[config.mk]
export PLATFORM = sky130hd
export DESIGN_NAME = uart_tx
export DESIGN_NICKNAME = d
export VERILOG_FILES = /design/src/rtl/uart_tx.sv
export SDC_FILE = /design/constraint.sdc
export NUM_CORES = 1
export LEC_CHECK = 0
export CAP_MARGIN = 20
export CORE_MARGIN = 2
export CORE_UTILIZATION = 40
export DETAILED_ROUTE_END_ITERATION = 6
export DONT_BUFFER_PORTS = 1
export GPL_TIMING_DRIVEN = 0
export SKIP_CTS_REPAIR_TIMING = 1
export SLEW_MARGIN = 15
export SYNTH_ARGS = -nofsm -noshare
export SYNTH_HDL_FRONTEND = slang
export SYNTH_SLANG_ARGS = --single-unit
[constraint.sdc]
create_clock -name clk -period 2.06 [get_ports clk]
set_input_delay 0.309 -clock clk [delete_from_list [all_inputs] [get_ports clk]]
set_output_delay 0.309 -clock clk [all_outputs]
set_load 0.005 [all_outputs]
[src/rtl/uart_tx.sv]
// uart_tx: serial UART transmitter. Accepts a byte over a valid/ready
// handshake and sends start bit, LSB-first data, optional parity and
// stop bit(s) on a registered, idle-high tx line.
module uart_tx #(
  parameter int CLKS_PER_BIT = 4,
  parameter int DATA_BITS    = 8,
  parameter int PARITY_EN    = 0,
  parameter int PARITY_ODD   = 0,
  parameter int STOP_BITS    = 1
) (
  input  logic                 clk,
  input  logic                 rst,
  input  logic [DATA_BITS-1:0] tx_data,
  input  logic                 tx_valid,
  output logic                 tx_ready,
  output logic                 tx,
  output logic                 busy,
  output logic                 tx_done
);

  // A 1-cycle bit period still needs a 1-bit counter that simply stays at 0.
  localparam int CW = (CLKS_PER_BIT > 1) ? $clog2(CLKS_PER_BIT) : 1;
  // Bit index covers up to DATA_BITS-1 (at most 7) and the stop-bit count.
  localparam int BW = $clog2(DATA_BITS);

  localparam logic [CW-1:0] CNT_LAST  = CW'(CLKS_PER_BIT - 1);
  localparam logic [BW-1:0] DATA_LAST = BW'(DATA_BITS - 1);
  localparam logic [BW-1:0] STOP_LAST = BW'(STOP_BITS - 1);
  localparam logic          HAS_PAR   = (PARITY_EN != 0);
  localparam logic          PAR_ODD   = (PARITY_ODD != 0);

  typedef enum logic [2:0] {
    IDLE,
    START,
    DATA,
    PARITY,
    STOP
  } state_t;

  state_t               state;
  logic [CW-1:0]        cnt;
  logic [BW-1:0]        idx;
  logic [DATA_BITS-1:0] shift;
  logic                 par;
  logic                 bit_end;

  // Parity of the data word; odd parity inverts the plain XOR reduction.
  function automatic logic parity_of(input logic [DATA_BITS-1:0] d);
    return (^d) ^ PAR_ODD;
  endfunction

  assign bit_end  = (cnt == CNT_LAST);
  assign tx_ready = (state == IDLE);
  assign busy     = ~tx_ready;

  // Frame sequencer: baud counter, bit index, shift register and registered line.
  always_ff @(posedge clk) begin
    if (!rst) begin
      state   <= IDLE;
      tx      <= 1'b1;
      tx_done <= 1'b0;
      cnt     <= '0;
      idx     <= '0;
      shift   <= '0;
      par     <= 1'b0;
    end else begin
      tx_done <= 1'b0;
      if (state != IDLE) begin
        cnt <= bit_end ? '0 : cnt + CW'(1);
      end
      case (state)
        IDLE: begin
          if (tx_valid) begin
            shift <= tx_data;
            par   <= parity_of(tx_data);
            cnt   <= '0;
            idx   <= '0;
            state <= START;
            tx    <= 1'b0;
          end
        end
        START: begin
          if (bit_end) begin
            state <= DATA;
            tx    <= shift[0];
          end
        end
        DATA: begin
          if (bit_end) begin
            shift <= shift >> 1;
            if (idx == DATA_LAST) begin
              idx <= '0;
              if (HAS_PAR) begin
                state <= PARITY;
                tx    <= par;
              end else begin
                state <= STOP;
                tx    <= 1'b1;
              end
            end else begin
              idx <= idx + BW'(1);
              // shift[1] becomes the new LSB on this edge
              tx  <= shift[1];
            end
          end
        end
        PARITY: begin
          if (bit_end) begin
            state <= STOP;
            tx    <= 1'b1;
          end
        end
        STOP: begin
          if (bit_end) begin
            if (idx == STOP_LAST) begin
              idx     <= '0;
              state   <= IDLE;
              tx_done <= 1'b1;
            end else begin
              idx <= idx + BW'(1);
            end
          end
        end
        default: begin
          state <= IDLE;
          tx    <= 1'b1;
        end
      endcase
    end
  end

endmodule

==> impl_metrics.yaml <==
cts:
  cts_tree: "built"
  numCtsBuffers: 3
  cts_htree_levels: 1
  clk_pin_slew_ns: 0.10
  clockRootBuffer: "clkbuf_4"
  clkLatencyLatePin_ns: 0.29
  clk_path_buf_depth: 2
  cts.sink_count: 18
die:
  io_pins: 15
  die_w_um: 54.74
  row_count: 18
  coreArea_um2: 2455
  die_h_um: 54.74
  die_area_um2: 2996
  start_util_pct: 41.95
grt:
  antenna_found_initial: 0
  grt_overflow_total: 0
  grt_max_degree: 11
  track_usage_pct: 15.08
  grt_pass1_wl_mm: 3.229
  grt_pass1_vias: 742
timing:
  hold_viol: 0
  rsz0062_at_grt: "no"
  relSlewSlack_pct: 70.07
  fin_crit_ns: 1.568
  worstMarginPinSlew_ns: 0.4489
  fin_crit_sh_pct: 76.10
  fmax_ghz: 0.6379
  setup_ws_ns: 0.4923
  finClkSkew_ns: 0.002762
  drv_slew: 0
  setup_viol: 0
  fin_tns_setup_ns: 0
worst_setup_path:
  reg2reg_depth: 6
  cp.arrival_ns: 1.76
  path_class: "reg -> reg"
  r2r-end: "shift[6]"
  startpoint: "cnt[0]"
  critPathLaunchType: "register"
  end_kind: "register"
  endpoint: "shift[6]"
  path_cells: "ha_1, mux2i_1, nor3_4, buf_6, nand2_1, o211a_1"
  r2r-start: "cnt[0]"
  crit_fanout: 10
  critPathMaxStageDelay_ns: 0.36
  rrSetupSlack_ns: 0.49
  worst_ep_required_time_ns: 2.25
  slowest_stage: "dfxtp_1"
synth:
  synth_cells: 104
  synth_area_leaders: "dfxtp_1 35%, mux2i_1 13%, o211a_1 6.8%"
  ys.flop_type: "dfxtp_1"
  async_flop_share_pct: 0
  synth.most_common_cell: "dfxtp_1"
  ys_seq_area_share_pct: 34.99
  synth_top_area_share_pct: 34.99
  avgSynthCellArea_um2: 9.901
  synth_cell_types: 35
  synth_seq_cells: 18
  yosysTopAreaCell: "dfxtp_1"
  synth_nets: 119
  yosys_warnings: 0
  ys_top_cells_by_count: "18 x dfxtp_1, 14 x nand2_1, 13 x mux2i_1, 7 x o211a_1"
  synthesis.area_um2: 1030
  synth_edf_count: 0
route:
  ant_nets: 0
  drtPass1Iterations: 4
  routed_wl_mm: 1.841
  viasPerCell: 5.449
  drt_iter0_drc: 9
  wl_per_cell_um: 13.34
  drc: 0
  num_vias: 752
cells_and_area:
  n_antenna_cell: 0
  fillers: 237
  fin_util_pct: 44.95
  drive_above_1_share_pct: 17.59
  layout.nets: 124
  stdcell_count: 138
  area_growth_syn_to_layout_pct: 7.169
run_status:
  outcome: "finished clean"
placement:
  dp_slack_ns: 0.4888
  finalWeightedCongestion: 0.7699
  port-buffer-count: 0
  detailed_place_hpwl_mm: 1.373
  dp_cells: 134
pwr:
  power_density_nw_per_um2: 1108
  totalPowerFinal_mw: 1.222
  p_leak_nw: 0.4704
  ir_worst_vdd_uv: 597.6
flow_run:
  cap_violations: 0
worst_hold_path:
  hold_class: "in -> reg"
==> per-layer routing <==
layer	wire length (um)	track usage, %
met5	0	0
met4	23	6.250
met3	74	3.825
met2	870	24.80
met1	873	18.53
==> flip-flops by register name (all words and copies together) (netlist names) <==
register  count
cnt           2
idx           3
shift         8
tx            1
state         3
tx_done       1
==> how the worst min path moves through the flow <==
stage          endpoint  cells past startpoint        from  slack (ns)
3_3_place_gp     idx[1]                      2      idx[1]        0.46
4_1_cts        shift[7]                      2  tx_data[7]        0.17
3_5_place_dp     idx[0]                      2      idx[0]        0.48
5_1_grt          idx[0]                      2         rst        0.19
2_1_floorplan    idx[1]                      2      idx[1]        0.45
6_report       shift[7]                      2  tx_data[7]        0.19
==> per-stage QoR <==
stage | hold slack (ns) | instance area, um2
after global placement | 0.4633 | 1067
after CTS | 0.1701 | 1104
after floorplan | 0.4515 | 1030
after global routing | 0.1950 | 1104
after detailed placement | 0.4783 | 1067
final | 0.1888 | 1104
==> layout make-up <==
| cell class | count | area (um2) | share of cell area (%) |
|---|---|---|---|
| Clock buffer | 4 | 36.28 | 3.288 |
| Tap cell | 30 | 37.54 | 3.401 |
| Buffer | 7 | 56.30 | 5.102 |
| Sequential cell | 18 | 360.3 | 32.65 |
| Multi-Input combinational cell | 74 | 594.3 | 53.85 |
| Inverter | 5 | 18.77 | 1.701 |
==> cell usage in the layout, fill, tap and decap left out, types with 2 or more instances in the layout <==
cell type and n:
dfxtp_1 18, nand2b_1 2, a21oi_2 2, nor3_4 2
a21boi_0 2, clkbuf_4 3, nand2_1 14, o21ai_0 4
clkbuf_1 2, nand3b_1 2, o211a_1 7, mux2i_1 13
inv_1 4, ha_1 4, buf_6 3, buf_4 2
nand4_1 3, nor3b_1 2
==> worst max-delay path: cells and delay by family, from the launching register on <==
| kind | cells | cell delay [ns] |
|---|---|---|
| buf+inv | 1 | 0.19 |
| flops | 1 | 0.36 |
| fa+ha+maj | 1 | 0.29 |
| compound gates | 1 | 0.12 |
| mux | 1 | 0.18 |
| simple gates | 2 | 0.32 |
==> kinds of logic (layout without fill, tap and decap cells) <==
logic type	after synthesis	after routing	synth area share, %
AOI/OAI and AO/OA	22	22	18.11
buffers and inverters	12	16	7.289
adders and majority gates	4	4	4.860
and+or+nand+nor	35	35	22.11
DFF	18	18	34.99
muxes	13	13	12.64
==> power breakdown <==
group / switching [mW] / internal (mW) / leakage [nW]
Clock: 0.107 / 0.108 / 0.0210
Sequential: 0.0446 / 0.428 / 0.148
Combinational: 0.285 / 0.250 / 0.302
No activity file was read; power rests on OpenSTA's default activity.
